`src/rtl/imgfill_pkg.sv`:
```
// imgfill_pkg: shared constants, the fill-controller state enum and the
// rectangle bounds check. The bounds check is used by both the controller
// and the bench, so the two always agree on which requests are rejected.
package imgfill_pkg;

  localparam int SCREEN_W = 640;
  localparam int SCREEN_H = 480;
  localparam int ADDR_W   = 19;
  localparam int DATA_W   = 8;

  typedef enum logic [1:0] {
    IDLE = 2'd0,
    FILL = 2'd1,
    DONE = 2'd2
  } fill_state_t;

  // A rectangle is accepted only if it is non-empty and lies fully on screen.
  // The sums are formed at integer width, so x0+w and y0+h cannot wrap.
  function automatic logic rect_in_bounds(
    input logic [9:0] x0,
    input logic [8:0] y0,
    input logic [9:0] w,
    input logic [8:0] h,
    input int         sw,
    input int         sh
  );
    return (w != 10'd0) && (h != 9'd0) &&
           ((int'(x0) + int'(w)) <= sw) &&
           ((int'(y0) + int'(h)) <= sh);
  endfunction

endpackage

```
`src/rtl/rect_addr_gen.sv`:
```
// rect_addr_gen: walks a rectangle row by row and produces the image RAM
// address of the current pixel.
//   clock, reset : clock and synchronous active-high reset
//   load         : capture x0/y0/w/h and point at the top-left pixel
//   advance      : step to the next pixel (row-major order)
//   x0, y0, w, h : rectangle origin and size (must already be in bounds)
//   addr         : address of the current pixel, y*SCREEN_W + x
//   last         : current pixel is the bottom-right corner
module rect_addr_gen #(
  parameter int SCREEN_W = 640,
  parameter int ADDR_W   = 19
) (
  input  logic              clock,
  input  logic              reset,
  input  logic              load,
  input  logic              advance,
  input  logic [9:0]        x0,
  input  logic [8:0]        y0,
  input  logic [9:0]        w,
  input  logic [8:0]        h,
  output logic [ADDR_W-1:0] addr,
  output logic              last
);

  logic [9:0]        x_start_reg;
  logic [9:0]        x_end_reg;
  logic [8:0]        y_end_reg;
  logic [9:0]        cur_x_reg;
  logic [8:0]        cur_y_reg;
  logic [ADDR_W-1:0] row_base_reg;

  always_ff @(posedge clock) begin
    if (reset) begin
      x_start_reg  <= '0;
      x_end_reg    <= '0;
      y_end_reg    <= '0;
      cur_x_reg    <= '0;
      cur_y_reg    <= '0;
      row_base_reg <= '0;
    end else if (load) begin
      x_start_reg  <= x0;
      x_end_reg    <= x0 + w - 10'd1;
      y_end_reg    <= h - 9'd1;
      cur_x_reg    <= x0;
      cur_y_reg    <= '0;
      // The only multiply: done once per fill, never per pixel.
      row_base_reg <= ADDR_W'(y0) * ADDR_W'(SCREEN_W);
    end else if (advance) begin
      if (cur_x_reg == x_end_reg) begin
        cur_x_reg    <= x_start_reg;
        cur_y_reg    <= cur_y_reg + 9'd1;
        row_base_reg <= row_base_reg + ADDR_W'(SCREEN_W);
      end else begin
        cur_x_reg <= cur_x_reg + 10'd1;
      end
    end
  end

  assign addr = row_base_reg + ADDR_W'(cur_x_reg);
  assign last = (cur_x_reg == x_end_reg) && (cur_y_reg == y_end_reg);

endmodule

```
`src/rtl/imgmem_fill_ctrl.sv`:
```
// imgmem_fill_ctrl: rectangle-fill engine and image RAM port-A arbiter.
// The processor always owns the port when cpu_req is high (combinational
// pass-through); the fill engine writes one pixel in each idle cycle.
//   clock, reset          : clock, synchronous active-high reset
//   start,x0,y0,w,h,color : fill request (sampled in IDLE only)
//   abort                 : cancel an in-progress fill
//   cpu_req/addr/data/wren: processor side of the port
//   mem_addr/data/wren    : to imgram port A
//   busy, done, err       : status; done and err are one-cycle pulses
//   stall_cycles          : FILL cycles lost to the processor
// Build option: define IMGFILL_PERF_CNT_EN to build the stall counter;
// otherwise stall_cycles is tied to zero.
module imgmem_fill_ctrl #(
  parameter int SCREEN_W = imgfill_pkg::SCREEN_W,
  parameter int SCREEN_H = imgfill_pkg::SCREEN_H,
  parameter int ADDR_W   = imgfill_pkg::ADDR_W,
  parameter int DATA_W   = imgfill_pkg::DATA_W
) (
  input  logic              clock,
  input  logic              reset,
  input  logic              start,
  input  logic [9:0]        x0,
  input  logic [8:0]        y0,
  input  logic [9:0]        w,
  input  logic [8:0]        h,
  input  logic [DATA_W-1:0] color,
  input  logic              abort,
  input  logic              cpu_req,
  input  logic [ADDR_W-1:0] cpu_addr,
  input  logic [DATA_W-1:0] cpu_data,
  input  logic              cpu_wren,
  output logic [ADDR_W-1:0] mem_addr,
  output logic [DATA_W-1:0] mem_data,
  output logic              mem_wren,
  output logic              busy,
  output logic              done,
  output logic              err,
  output logic [15:0]       stall_cycles
);
  import imgfill_pkg::*;

  fill_state_t       state_reg, state_next;
  logic [DATA_W-1:0] color_reg;
  logic              err_reg, err_next;
  logic              req_ok;
  logic              load;
  logic              advance;
  logic              last;
  logic [ADDR_W-1:0] fill_addr;

  assign req_ok = rect_in_bounds(x0, y0, w, h, SCREEN_W, SCREEN_H);

  always_ff @(posedge clock) begin
    if (reset) begin
      state_reg <= IDLE;
      err_reg   <= 1'b0;
      color_reg <= '0;
    end else begin
      state_reg <= state_next;
      err_reg   <= err_next;
      if (load) color_reg <= color;
    end
  end

  always_comb begin
    state_next = state_reg;
    err_next   = 1'b0;
    load       = 1'b0;
    advance    = 1'b0;
    case (state_reg)
      IDLE: begin
        if (start) begin
          if (req_ok) begin
            load       = 1'b1;
            state_next = FILL;
          end else begin
            err_next = 1'b1;
          end
        end
      end
      FILL: begin
        // The pixel for this cycle is still written when abort is high;
        // abort only stops the engine from continuing.
        advance = !cpu_req;
        if (abort)
          state_next = IDLE;
        else if (advance && last)
          state_next = DONE;
      end
      DONE:    state_next = IDLE;
      default: state_next = IDLE;
    endcase
  end

  rect_addr_gen #(
    .SCREEN_W(SCREEN_W),
    .ADDR_W  (ADDR_W)
  ) u_addr_gen (
    .clock  (clock),
    .reset  (reset),
    .load   (load),
    .advance(advance),
    .x0     (x0),
    .y0     (y0),
    .w      (w),
    .h      (h),
    .addr   (fill_addr),
    .last   (last)
  );

  // Port mux: processor first, then the fill engine, otherwise a quiet port.
  always_comb begin
    mem_addr = cpu_addr;
    mem_data = cpu_data;
    mem_wren = 1'b0;
    if (cpu_req) begin
      mem_wren = cpu_wren;
    end else if (state_reg == FILL) begin
      mem_addr = fill_addr;
      mem_data = color_reg;
      mem_wren = 1'b1;
    end
  end

  assign busy = (state_reg == FILL) || (state_reg == DONE);
  assign done = (state_reg == DONE);
  assign err  = err_reg;

`ifdef IMGFILL_PERF_CNT_EN
  logic [15:0] stall_reg;

  always_ff @(posedge clock) begin
    if (reset)
      stall_reg <= '0;
    else if (load)
      stall_reg <= '0;
    else if ((state_reg == FILL) && cpu_req && (stall_reg != 16'hFFFF))
      stall_reg <= stall_reg + 16'd1;
  end

  assign stall_cycles = stall_reg;
`else
  assign stall_cycles = 16'd0;
`endif

endmodule

```
`config.mk`:
```
export PLATFORM = sky130hd
export DESIGN_NAME = imgmem_fill_ctrl
export DESIGN_NICKNAME = d
export VERILOG_FILES = /design/src/rtl/imgfill_pkg.sv /design/src/rtl/rect_addr_gen.sv /design/src/rtl/imgmem_fill_ctrl.sv
export SDC_FILE = /design/constraint.sdc
export NUM_CORES = 1
export LEC_CHECK = 0
export CAP_MARGIN = 20
export CORE_MARGIN = 3
export CORE_UTILIZATION = 50
export DETAILED_ROUTE_END_ITERATION = 10
export HOLD_SLACK_MARGIN = 0.08
export PLACE_DENSITY = 0.78
export SLEW_MARGIN = 20
export SYNTH_ARGS = -nofsm -noshare
export SYNTH_HDL_FRONTEND = slang
export SYNTH_SLANG_ARGS = --single-unit
export TNS_END_PERCENT = 10
```
`constraint.sdc`:
```
create_clock -name clock -period 3.74 [get_ports clock]
set_clock_uncertainty 0.2 [all_clocks]
set_input_delay 0.561 -clock clock [delete_from_list [all_inputs] [get_ports clock]]
set_output_delay 0.561 -clock clock [all_outputs]
set_load 0.02 [all_outputs]
```
* Word level (Yosys, flattened, before mapping)
Index checks and enable logic that the tools add are counted.
** Word-level totals
- Word-level logic and storage cells :: 70
- Input port bits :: 79
- Register bits :: 78
- Output and inout bits :: 47
** Operators by class
- Magnitude comparators :: 2
- $mul :: 1
- $add $sub $neg :: 9
- Reductions and logical operators :: 17
- Multiplexer cells :: 22
- Equal/unequal tests :: 7
- Bitwise logic cells :: 2
** Operators with widths (number)
- $mux 19 :: 5
- $mux 10 :: 3
- $add 19x10->19 :: 1
- $add 19x10->19 const B :: 1
- $mux 8 :: 2
- $mul 9x3->12 const B :: 1
- $add 10x10->11 :: 1
- $le 11x10->1 const B :: 1
- $add 10x1->10 const B :: 1
- $add 10x10->10 :: 1
- $add 9x9->10 :: 1
- $eq 10x10->1 :: 1
- $le 10x9->1 const B :: 1
- $reduce_bool 10->1 :: 1
- $sub 10x1->10 const B :: 1
- $add 9x1->9 const B :: 1
- $eq 9x9->1 :: 1
- $reduce_bool 9->1 :: 1
- $sub 9x1->9 const B :: 1
- $mux 2 :: 4
- $mux 1 :: 7
- $logic_and 1x1->1 :: 5
- $ne 2x2->1 const B :: 2
- $pmux 2 s2 :: 1
- other kinds (12) :: 15

* Logic depth before layout (Yosys ltp)
Gate-level depths: netlist (run 1).
- Depth in word-level cells :: 9
- Mapped depth :: 13
- Mapped depth without buffers :: 13

* Cells and area by module
A second synthesis (run 1) with hierarchy kept.
** Unflattened totals
- Cells, all modules :: 740
- Area total of the unflattened synthesis :: 6175.9 um2
** By module, submodules not included
- rect_addr_gen :: instances 1, seq. area each 1201.2 um2, cells an instance 516, area each 4221.5 um2
- imgmem_fill_ctrl :: instances 1, seq. area each 220.2 um2, cells an instance 224, area each 1954.4 um2

* Least setup slack after synthesis (run 1)
OpenSTA, ideal clock, no wires.
- Path kind :: input to register
- Start point :: input y0[0]
- End point :: register state_reg[1]
- Arrival :: 2.892 ns
- Buffers on the path :: 2
- Data required time :: 3.420 ns
- Slack :: 0.529 ns
- Library setup time :: 0.120 ns
- Stages on the path :: 11
- Cell sequence :: ha_1 > fa_1 > a211oi_2 > nor2_1 > o221ai_1 > o211ai_1 > o311ai_2 > buf_4 > buf_4 > nor2_1 > a211o_1
** On the way
- Cells in the longest elaborated chain, start to end :: 5
** RTL lines
- from (decl) :: RTL line imgmem_fill_ctrl.sv:23 : input logic [8:0] y0,
- $add 9x9->10 :: RTL line imgfill_pkg.sv:29 : ((int'(y0) + int'(h)) <= sh);
- $le 10x9->1 :: RTL line imgfill_pkg.sv:29
- $logic_and 1x1->1 :: RTL line imgfill_pkg.sv:28 : ((int'(x0) + int'(w)) <= sw) &&
- $ne 2x2->1 (no line)
- $reduce_and 3->1 (no line)
- to (signal assigned) :: RTL line imgmem_fill_ctrl.sv:59 : state_reg <= state_next;
- to (decl) :: RTL line imgmem_fill_ctrl.sv:42 : fill_state_t state_reg, state_next;
Every way passes these cells.
A chain may end at the register's enable or synchronous reset.

* Worst setup path after layout (run 1)
- Start point :: input y0[0]
- End point :: register u_addr_gen.y_end_reg[8]
** On the way
- Cells in the longest elaborated chain, start to end :: 6
** RTL lines
- $add 9x9->10 :: RTL line imgfill_pkg.sv:29
- $le 10x9->1 :: RTL line imgfill_pkg.sv:29
- $logic_and 1x1->1 :: RTL line imgfill_pkg.sv:28
- $mux 1 :: RTL line imgmem_fill_ctrl.sv:73 : if (req_ok) begin
- $mux 1 :: RTL line imgmem_fill_ctrl.sv:72 : if (start) begin
- $mux 1 :: RTL line imgmem_fill_ctrl.sv:70 : case (state_reg)
- to (signal assigned) :: RTL line rect_addr_gen.sv:43 : y_end_reg <= h - 9'd1;
- to (decl) :: RTL line rect_addr_gen.sv:27 : logic [8:0] y_end_reg;
Every way passes these cells.

==> impl_metrics.ini, run 1 <==
[worst_setup_path]
crit_type = primary input to flip-flop
startpoint_type = primary input
arrival_ns = 3.60
endpoint_kind = flip-flop
worstPathRequired_ns = 3.77
crit_fanout = 27

[yosys]
synth.top_cells.by_area = dfxtp_1, ha_1, xor2_1, nand2_1, xnor2_1
synthArstFlopShare_pct = 0
yosysTopAreaCell = dfxtp_1
synth_edf_count = 0
postSynthCellCount = 797
yosys_warnings = 0
postSynthAreaPerCell_sq_um = 7.84
ys_types = 71
syn_area_sq_um = 6250
yosysTopAreaCellShare_pct = 22.8
synth_ff_type = dfxtp_1
ys_ff_latch = 71
seq_area_frac_synth_pct = 22.8

[place]
dpl-instance-area_sq_um = 7890
gp_congestion = 0.961
dpl.cell_count = 1097
io_buffers = 109
hpwl_mm = 12.7

[power]
p_clk_share_pct = 31.6
p_leak_nw = 3.53
power_density_nw_per_um2 = 368
pwr-share-comb_pct = 39.5
seq_power_share_pct = 28.9
switchingPower_mw = 1.02
sw_frac_of_total_pct = 33.5
p_int_mw = 2.03
peakVddDrop_uv = 323

[routing]
drc_errors = 0
avgViaCountPerCell = 5.59
drt-total-wl_mm = 16.7
vias = 6231
dr.pass1.iters = 5
avgRoutedWirePerCell_microns = 15.0
final_antenna_net_count = 0
drt_iter0_markers = 464

[global_route]
grt_pass1_vias = 5768
overflow = 0
grt_pass1_wl_mm = 27.6
antenna_found_initial = 0
grt.total_usage_pct = 23.3
grt_start_max_net_pins = 70

[clock_tree]
insertion_delay_ns = 0.33
clock-root-buffer = clkbuf_16
cts-buffers-inserted = 9
htree_levels = 3
clkTransAtPathRegs_ns = 0.05
clockBufferDepth = 2
clock-sinks = 71
hold_buffers = 0
tritoncts = done

[timing]
report.final.slew_viol_count = 0
timing.final.crit_share_pct = 95.3
finalSetupViolations = 0
tightestPinTransition_ns = 0.706
rsz0062_at_grt = false
layout_min_cycle_time_ns = 3.57
fmax_mhz = 280
slew_headroom_pct = 52.9
hold_viol = 0

[final_layout]
largest_reg_flops = 12
design_area_sq_um = 8280
antenna_cells = 0
multi_input_area_sq_um = 4350
seq_area_sq_um = 1420
fillerInstances = 1018
nets = 1086
drive_gt1_share_pct = 12.4
area_delta_synth_final_pct = 32.5
fin_cells = 1115

[die]
ios = 126
die-area_sq_um = 13900
die_x_microns = 118
initial_core_util_pct = 51.6
die_h_microns = 118
core_sq_um = 12100
rows = 40

[flow_run]
max_cap_viol_count = 0

[run_status]
outcome = completed

[worst_hold_path]
min_path_type = flip-flop to flip-flop
[cell usage after synthesis (all sizes together) (13+ instances only)]
cell type and instances:
buf 35, dfxtp 71, nor4 17, a31oi 18
o21ai 48, and3 13, clkbuf 30, a211oi 25
xnor2 34, a21oi 45, inv 55, nor3 29
o31ai 17, nor2 40, nand3 13, xor2 39
ha 60, nand2 80, nand4 32
[layer usage]
metal / share of wire, % / GRT usage [%]
met5: 0 / 0
met4: 0.72 / 4.54
met3: 8.1 / 4.32
met2: 43 / 36.1
met1: 48 / 34.1
[worst max-delay path: stages]
cell,delay (ns)
clkdlybuf4s50_1,0.47
ha_1,0.26
fa_2,0.38
a211oi_4,0.31
o21ai_0,0.13
a21oi_1,0.19
xor2_1,0.36
o311a_1,0.22
buf_4,0.17
buf_12,0.18
a31oi_1,0.10
a211oi_1,0.25
[worst paths after layout]
path,startpoint,to,slack (ns),depth (start not counted)
max,y0[0],u_addr_gen.y_end_reg[8],0.17,12
min reg2reg,u_addr_gen.x_start_reg[3],u_addr_gen.x_start_reg[3],0.26,2
min,u_addr_gen.x_start_reg[3],u_addr_gen.x_start_reg[3],0.26,2
max reg2reg,state_reg[1],u_addr_gen.row_base_reg[18],0.87,10
[kinds of logic after synthesis]
family                   synth area share, %
AND/OR/NAND/NOR                         20.0
AO/OA/AOI/OAI                           23.3
buffers and inverters                   8.87
XOR/XNOR                                10.2
flip-flops                              22.8
adder cells (fa/ha/maj)                 13.6
multiplexers                            1.14
other                                 0.0600
[area by class of cell]
type	instances	area share, %
Sequential cell	71	17.2
Timing Repair Buffer	184	21.0
Clock inverter	2	0.726
Tap cell	168	2.54
Multi-Input combinational cell	620	52.6
Clock buffer	14	3.43
Inverter	56	2.54
[stage by stage]
stage	hold slack, ns	worst slack [ns]	total power, mW	setup TNS, ns	utilization, %
final	0.261	0.174	3.05	0	68.3
after global routing	0.284	0.0210	3.21	0	68.3
after global placement	0.244	-0.136	2.06	-5.58	65.1
after CTS	0.261	0.160	3.03	0	68.0
after floorplan	0.233	0.529	1.65	0	-
after detailed placement	0.254	-0.184	2.07	-8.90	65.1
[cells in the final DEF (no fill, tap or decap), types with 8 or more instances in the layout]
cell type        count
nor2b_1              8
a31oi_1             17
o31ai_1             17
clkbuf_16            9
xor2_1              39
nor4_1              16
and3_1              13
inv_1               52
nor3_1              28
conb_1              16
nand4_1             32
dfxtp_1             70
o21ai_0             47
nand2_1             80
a21oi_1             45
ha_1                60
a211oi_1            24
nor2_1              40
clkdlybuf4s50_1    107
nand3_1             11
xnor2_1             34
buf_4               68
a21o_1              10
[timing repair]
action | CTS | global route
buffers inserted | 0 | 2
gates resized for setup | 0 | 4
endpoints found under the setup margin | 0 | 48
[power by group through the flow]
stage | Combinational, mW | Sequential (mW) | Clock, mW
2_1_floorplan | 0.774 | 0.873 | 0
3_3_place_gp | 1.17 | 0.893 | 0
3_5_place_dp | 1.18 | 0.895 | 0
4_1_cts | 1.19 | 0.879 | 0.964
5_1_grt | 1.32 | 0.888 | 0.998
6_report | 1.20 | 0.881 | 0.962
(Power assumes the default switching activity.)
==> inputs of run 2 (changes only) <==
- MAX_ROUTING_LAYER: unset -> met4
==> impl_metrics.ini, run 2 (synthesized netlist as in run 1, its figures left out) <==
[timing]
rsz0062_at_grt = true
fin_tns_setup_ns = 0
report.final.slew_viol_count = 0
layout_min_cycle_time_ns = 3.60
fin_ws_ns = 0.137
hold_ws_ns = 0.258
hold_viol = 0
fmax_mhz = 278
timing.final.crit_share_pct = 96.3
tightestPinTransition_ns = 0.755
finalSetupViolations = 0
slew_headroom_pct = 49.7

[routing]
drt_iter0_markers = 442
dr.pass1.iters = 5
avgViaCountPerCell = 5.66
vias = 6238
drc_errors = 0
avgRoutedWirePerCell_microns = 15.8
final_antenna_net_count = 0
drt-total-wl_mm = 17.4

[final_layout]
fin_cells = 1102
final_common_cell = clkdlybuf4s50_1
seq_area_sq_um = 1420
drive_gt1_share_pct = 11.8
largest_reg_flops = 12
nets = 1073
final_util_pct = 68.1
final_cell_mix = clkdlybuf4s50_1, nand2_1, dfxtp_1
multi_input_area_sq_um = 4380
design_area_sq_um = 8240
area_delta_synth_final_pct = 32.0
antenna_cells = 0
fillerInstances = 1027

[place]
place_ws_ns = -0.160
io_buffers = 109
dpl-instance-area_sq_um = 7820
gp_congestion = 0.938
dpl.cell_count = 1086
hpwl_mm = 13.1

[die]
rows = 40
initial_core_util_pct = 51.6
ios = 126
core_sq_um = 12100
die-area_sq_um = 13900
die_h_microns = 118
die_x_microns = 118

[clock_tree]
hold_buffers = 0
cts-buffers-inserted = 9
insertion_delay_ns = 0.34
clock-root-buffer = clkbuf_16
clkTransAtPathRegs_ns = 0.05
tritoncts = done
clock-sinks = 71
htree_levels = 3
clockBufferDepth = 2

[worst_hold_path]
min_path_type = flip-flop to flip-flop

[worst_setup_path]
arrival_ns = 3.64
endpoint_kind = flip-flop
crit_type = primary input to flip-flop
worstPathRequired_ns = 3.77
crit_fanout = 8
startpoint_type = primary input

[power]
peakVddDrop_uv = 272
power.total_mw = 3.17
power_density_nw_per_um2 = 385
p_leak_nw = 3.47

[global_route]
overflow = 0
antenna_found_initial = 0
busiest_layer = met2
use_met3_pct = 4.76
grt_pass1_vias = 5820
grt.total_usage_pct = 25.0
met2_usage_pct = 36.9
grt_pass1_wl_mm = 28.4
gr-usage-met1_pct = 35.0
grt_start_max_net_pins = 70

[flow_run]
max_cap_viol_count = 0

[run_status]
outcome = completed
-- run 2: changes by cell type in the layout (fill, tap and decap cells not counted), moves of 2 or more --
cell       previous run  this run
o31ai_2               0         2
clkbuf_8              4         2
nor4_2                1         5
buf_4                68        54
o31ai_1              17        15
nor4_1               16        12
a211oi_2              0         2
bufinv_16             2         4
-- run 2: power breakdown --
group	leakage (nW)	internal (mW)	switching, mW	total, mW
registers	0.576	0.816	0.0665	0.882
logic	2.71	0.541	0.662	1.20
clock network	0.182	0.756	0.335	1.09
total	3.47	2.11	1.06	3.17
-- run 2: cell type report --
class	count	area share (%)
multi-input combinational	620	53.1
timing repair buffer	171	19.9
sequential	71	17.2
clock buffer	11	3.07
inverter	56	2.55
tap	168	2.55
clock inverter	5	1.55
-- run 2: final timing paths --
check                                               start                           to  slack, ns  cells past startpoint
worst max register to register               state_reg[1]  u_addr_gen.row_base_reg[18]       0.93                     10
worst max-delay path                                y0[0]   u_addr_gen.row_base_reg[9]       0.14                     13
worst min-delay path            u_addr_gen.x_start_reg[2]    u_addr_gen.x_start_reg[2]       0.26                      2
worst min register to register  u_addr_gen.x_start_reg[2]    u_addr_gen.x_start_reg[2]       0.26                      2
-- run 2: repair_timing --
action,4_1_cts,5_1_grt
buffers inserted,0,0
resized for setup,0,8
endpoints found under the setup margin,0,6
-- run 2: critical path: stages --
cell and delay, ns:
clkdlybuf4s50_1 0.47, ha_1 0.27, fa_1 0.42, a211oi_2 0.34, o21ai_0 0.14, a21oi_1 0.19, xor2_1 0.11, buf_4 0.16
o311ai_4 0.34, buf_6 0.18, buf_12 0.12, nor4_1 0.05, a211oi_1 0.27
-- run 2: layer usage --
| metal | up-vias | wire [microns] |
|---|---|---|
| li1 | 3120 | - |
| met1 | 2854 | 8370 |
| met2 | 246 | 7620 |
| met3 | 18 | 1240 |
| met4 | 0 | 198 |
| met5 | - | 0 |
==> inputs of run 3 (changes only) <==
- GPL_TIMING_DRIVEN: unset -> 0
- PLACE_DENSITY: 0.78 -> unset
- PLACE_DENSITY_LB_ADDON: unset -> 0.05
- TNS_END_PERCENT: 10 -> unset
==> impl_metrics.ini, run 3 (synthesized netlist as in run 1, its figures left out) <==
[run_status]
outcome = completed

[timing]
timing.final.crit_share_pct = 95.9
report.final.slew_viol_count = 0
layout_min_cycle_time_ns = 3.59
tightestPinTransition_ns = 0.619
hold_viol = 0
fin_tns_setup_ns = 0
finalSetupViolations = 0
slew_headroom_pct = 58.7
rsz0062_at_grt = false
hold_ws_ns = 0.271
fmax_mhz = 279

[final_layout]
final_util_pct = 66.9
final_common_cell = clkdlybuf4s50_1
largest_reg_flops = 12
final_cell_mix = clkdlybuf4s50_1, nand2_1, dfxtp_1
antenna_cells = 0
design_area_sq_um = 8110
drive_gt1_share_pct = 10.3
area_delta_synth_final_pct = 29.8
nets = 1084

[power]
p_clk_share_pct = 31.1
switchingPower_mw = 1.08
seq_power_share_pct = 29.0
sw_frac_of_total_pct = 35.7
peakVddDrop_uv = 263
p_leak_nw = 3.43
pwr-share-comb_pct = 39.9
power.total_mw = 3.03
p_int_mw = 1.95
power_density_nw_per_um2 = 373

[worst_setup_path]
crit_fanout = 10
path_common_cell = buf_4
cp_slowest_cell = clkdlybuf4s50_1
ff2ff_path_depth = 8
crit_chain = clkdlybuf4s50_1 -> ha_1 -> fa_1 -> nand3_1 -> a21oi_1 -> o311ai_1 -> and4b_2 -> o311ai_4 -> buf_4 -> nor3_4 -> buf_4 -> buf_6 -> o21ai_0
ff2ff_setup_slack_ns = 0.80
startpoint_type = primary input
arrival_ns = 3.59
endpoint_kind = flip-flop
max_stage_delay_ns = 0.46
worstPathRequired_ns = 3.75
r2r_end = state_reg[1]
crit_type = primary input to flip-flop
crit-reg2reg-launch = u_addr_gen.cur_x_reg[5]

[flow_run]
max_cap_viol_count = 0

[global_route]
met2_usage_pct = 46.3
grt.total_usage_pct = 27.6
grt_pass1_vias = 6234
gr-usage-met1_pct = 35.2
busiest_layer = met2
grt_start_max_net_pins = 20
use_met3_pct = 4.28
antenna_found_initial = 0
grt_pass1_wl_mm = 30.9
overflow = 0

[clock_tree]
hold_buffers = 0
clock-sinks = 71
clkTransAtPathRegs_ns = 0.06
htree_levels = 3
clockBufferDepth = 2
tritoncts = done
clock-root-buffer = clkbuf_16
insertion_delay_ns = 0.33
cts-buffers-inserted = 9

[routing]
drc_errors = 0
avgRoutedWirePerCell_microns = 17.2
dr.pass1.iters = 5
final_antenna_net_count = 0
drt_iter0_markers = 485
drt-total-wl_mm = 19.2
avgViaCountPerCell = 5.79
vias = 6445

[die]
initial_core_util_pct = 51.6
die-area_sq_um = 13900
core_sq_um = 12100
ios = 126
die_x_microns = 118
die_h_microns = 118
rows = 40

[place]
io_buffers = 108
hpwl_mm = 15.2
gp_congestion = 0.909
dpl-instance-area_sq_um = 7590

[worst_hold_path]
whs_endpoint = u_addr_gen.x_start_reg[0]
whs_path_depth = 2
hp-start = u_addr_gen.x_start_reg[0]
min_path_type = flip-flop to flip-flop
-- run 3: cell types whose count changed in the layout (fill, tap and decap cells not counted), moves of 6 or more --
cell / delta
buf_12: -7
buf_2: +6
buf_4: -24
buf_6: +6
clkbuf_1: +24
-- run 3: per-stage QoR --
stage | setup WS [ns] | cells
2_1_floorplan | 0.529 | 812
3_3_place_gp | -0.402 | 1088
3_5_place_dp | -0.484 | 1088
4_1_cts | 0.000480 | 1110
5_1_grt | 0.00190 | 1113
6_report | 0.153 | 1113
-- run 3: per-layer routing --
metal / part of all wire, % / up-vias
met1: 44 / 2998
met4: 1.4 / 0
met3: 7.0 / 25
met5: 0 / -
met2: 47 / 290
li1: - / 3132
-- run 3: layout make-up --
class / instances / area (sq um)
Multi-Input combinational cell: 620 / 4370
Clock buffer: 11 / 253
Sequential cell: 71 / 1420
Inverter: 56 / 210
Fill cell: 1104 / 4010
Tap cell: 168 / 210
Clock inverter: 5 / 80.1
Buffer: 63 / 382
Timing Repair Buffer: 119 / 1180
-- run 3: what timing repair did --
| item | 4_1_cts | 5_1_grt |
|---|---|---|
| gates cloned | 0 | 1 |
| buffers inserted | 7 | 3 |
| setup endpoints to repair | 68 | 90 |
| resized for setup | 14 | 25 |
| pin swaps | 6 | 6 |
-- run 3: power by group through the flow --
stage	Sequential (mW)	Clock, mW	Combinational, mW
after floorplan	0.873	0	0.774
final	0.877	0.943	1.21
after CTS	0.874	0.945	1.16
after global routing	0.883	0.984	1.32
after global placement	0.887	0	1.11
after detailed placement	0.889	0	1.13
-- run 3: worst max-delay path, delay by kind of cell --
kind                       cells  cell delay, ns
and+or+nand+nor                3            0.72
buffers and inverters          4            0.96
adders and majority gates      2            0.67
AOI/OAI and AO/OA              4            0.68
-- run 3: worst max path at each step --
stage / startpoint / to / depth (start not counted)
detailed placement: y0[0] / state_reg[1] / 12
finish: w[0] / u_addr_gen.x_start_reg[9] / 13
global route: h[1] / u_addr_gen.cur_x_reg[1] / 13
floorplan: y0[0] / state_reg[1] / 11
CTS: y0[0] / u_addr_gen.x_start_reg[9] / 13
global placement: y0[0] / state_reg[1] / 12
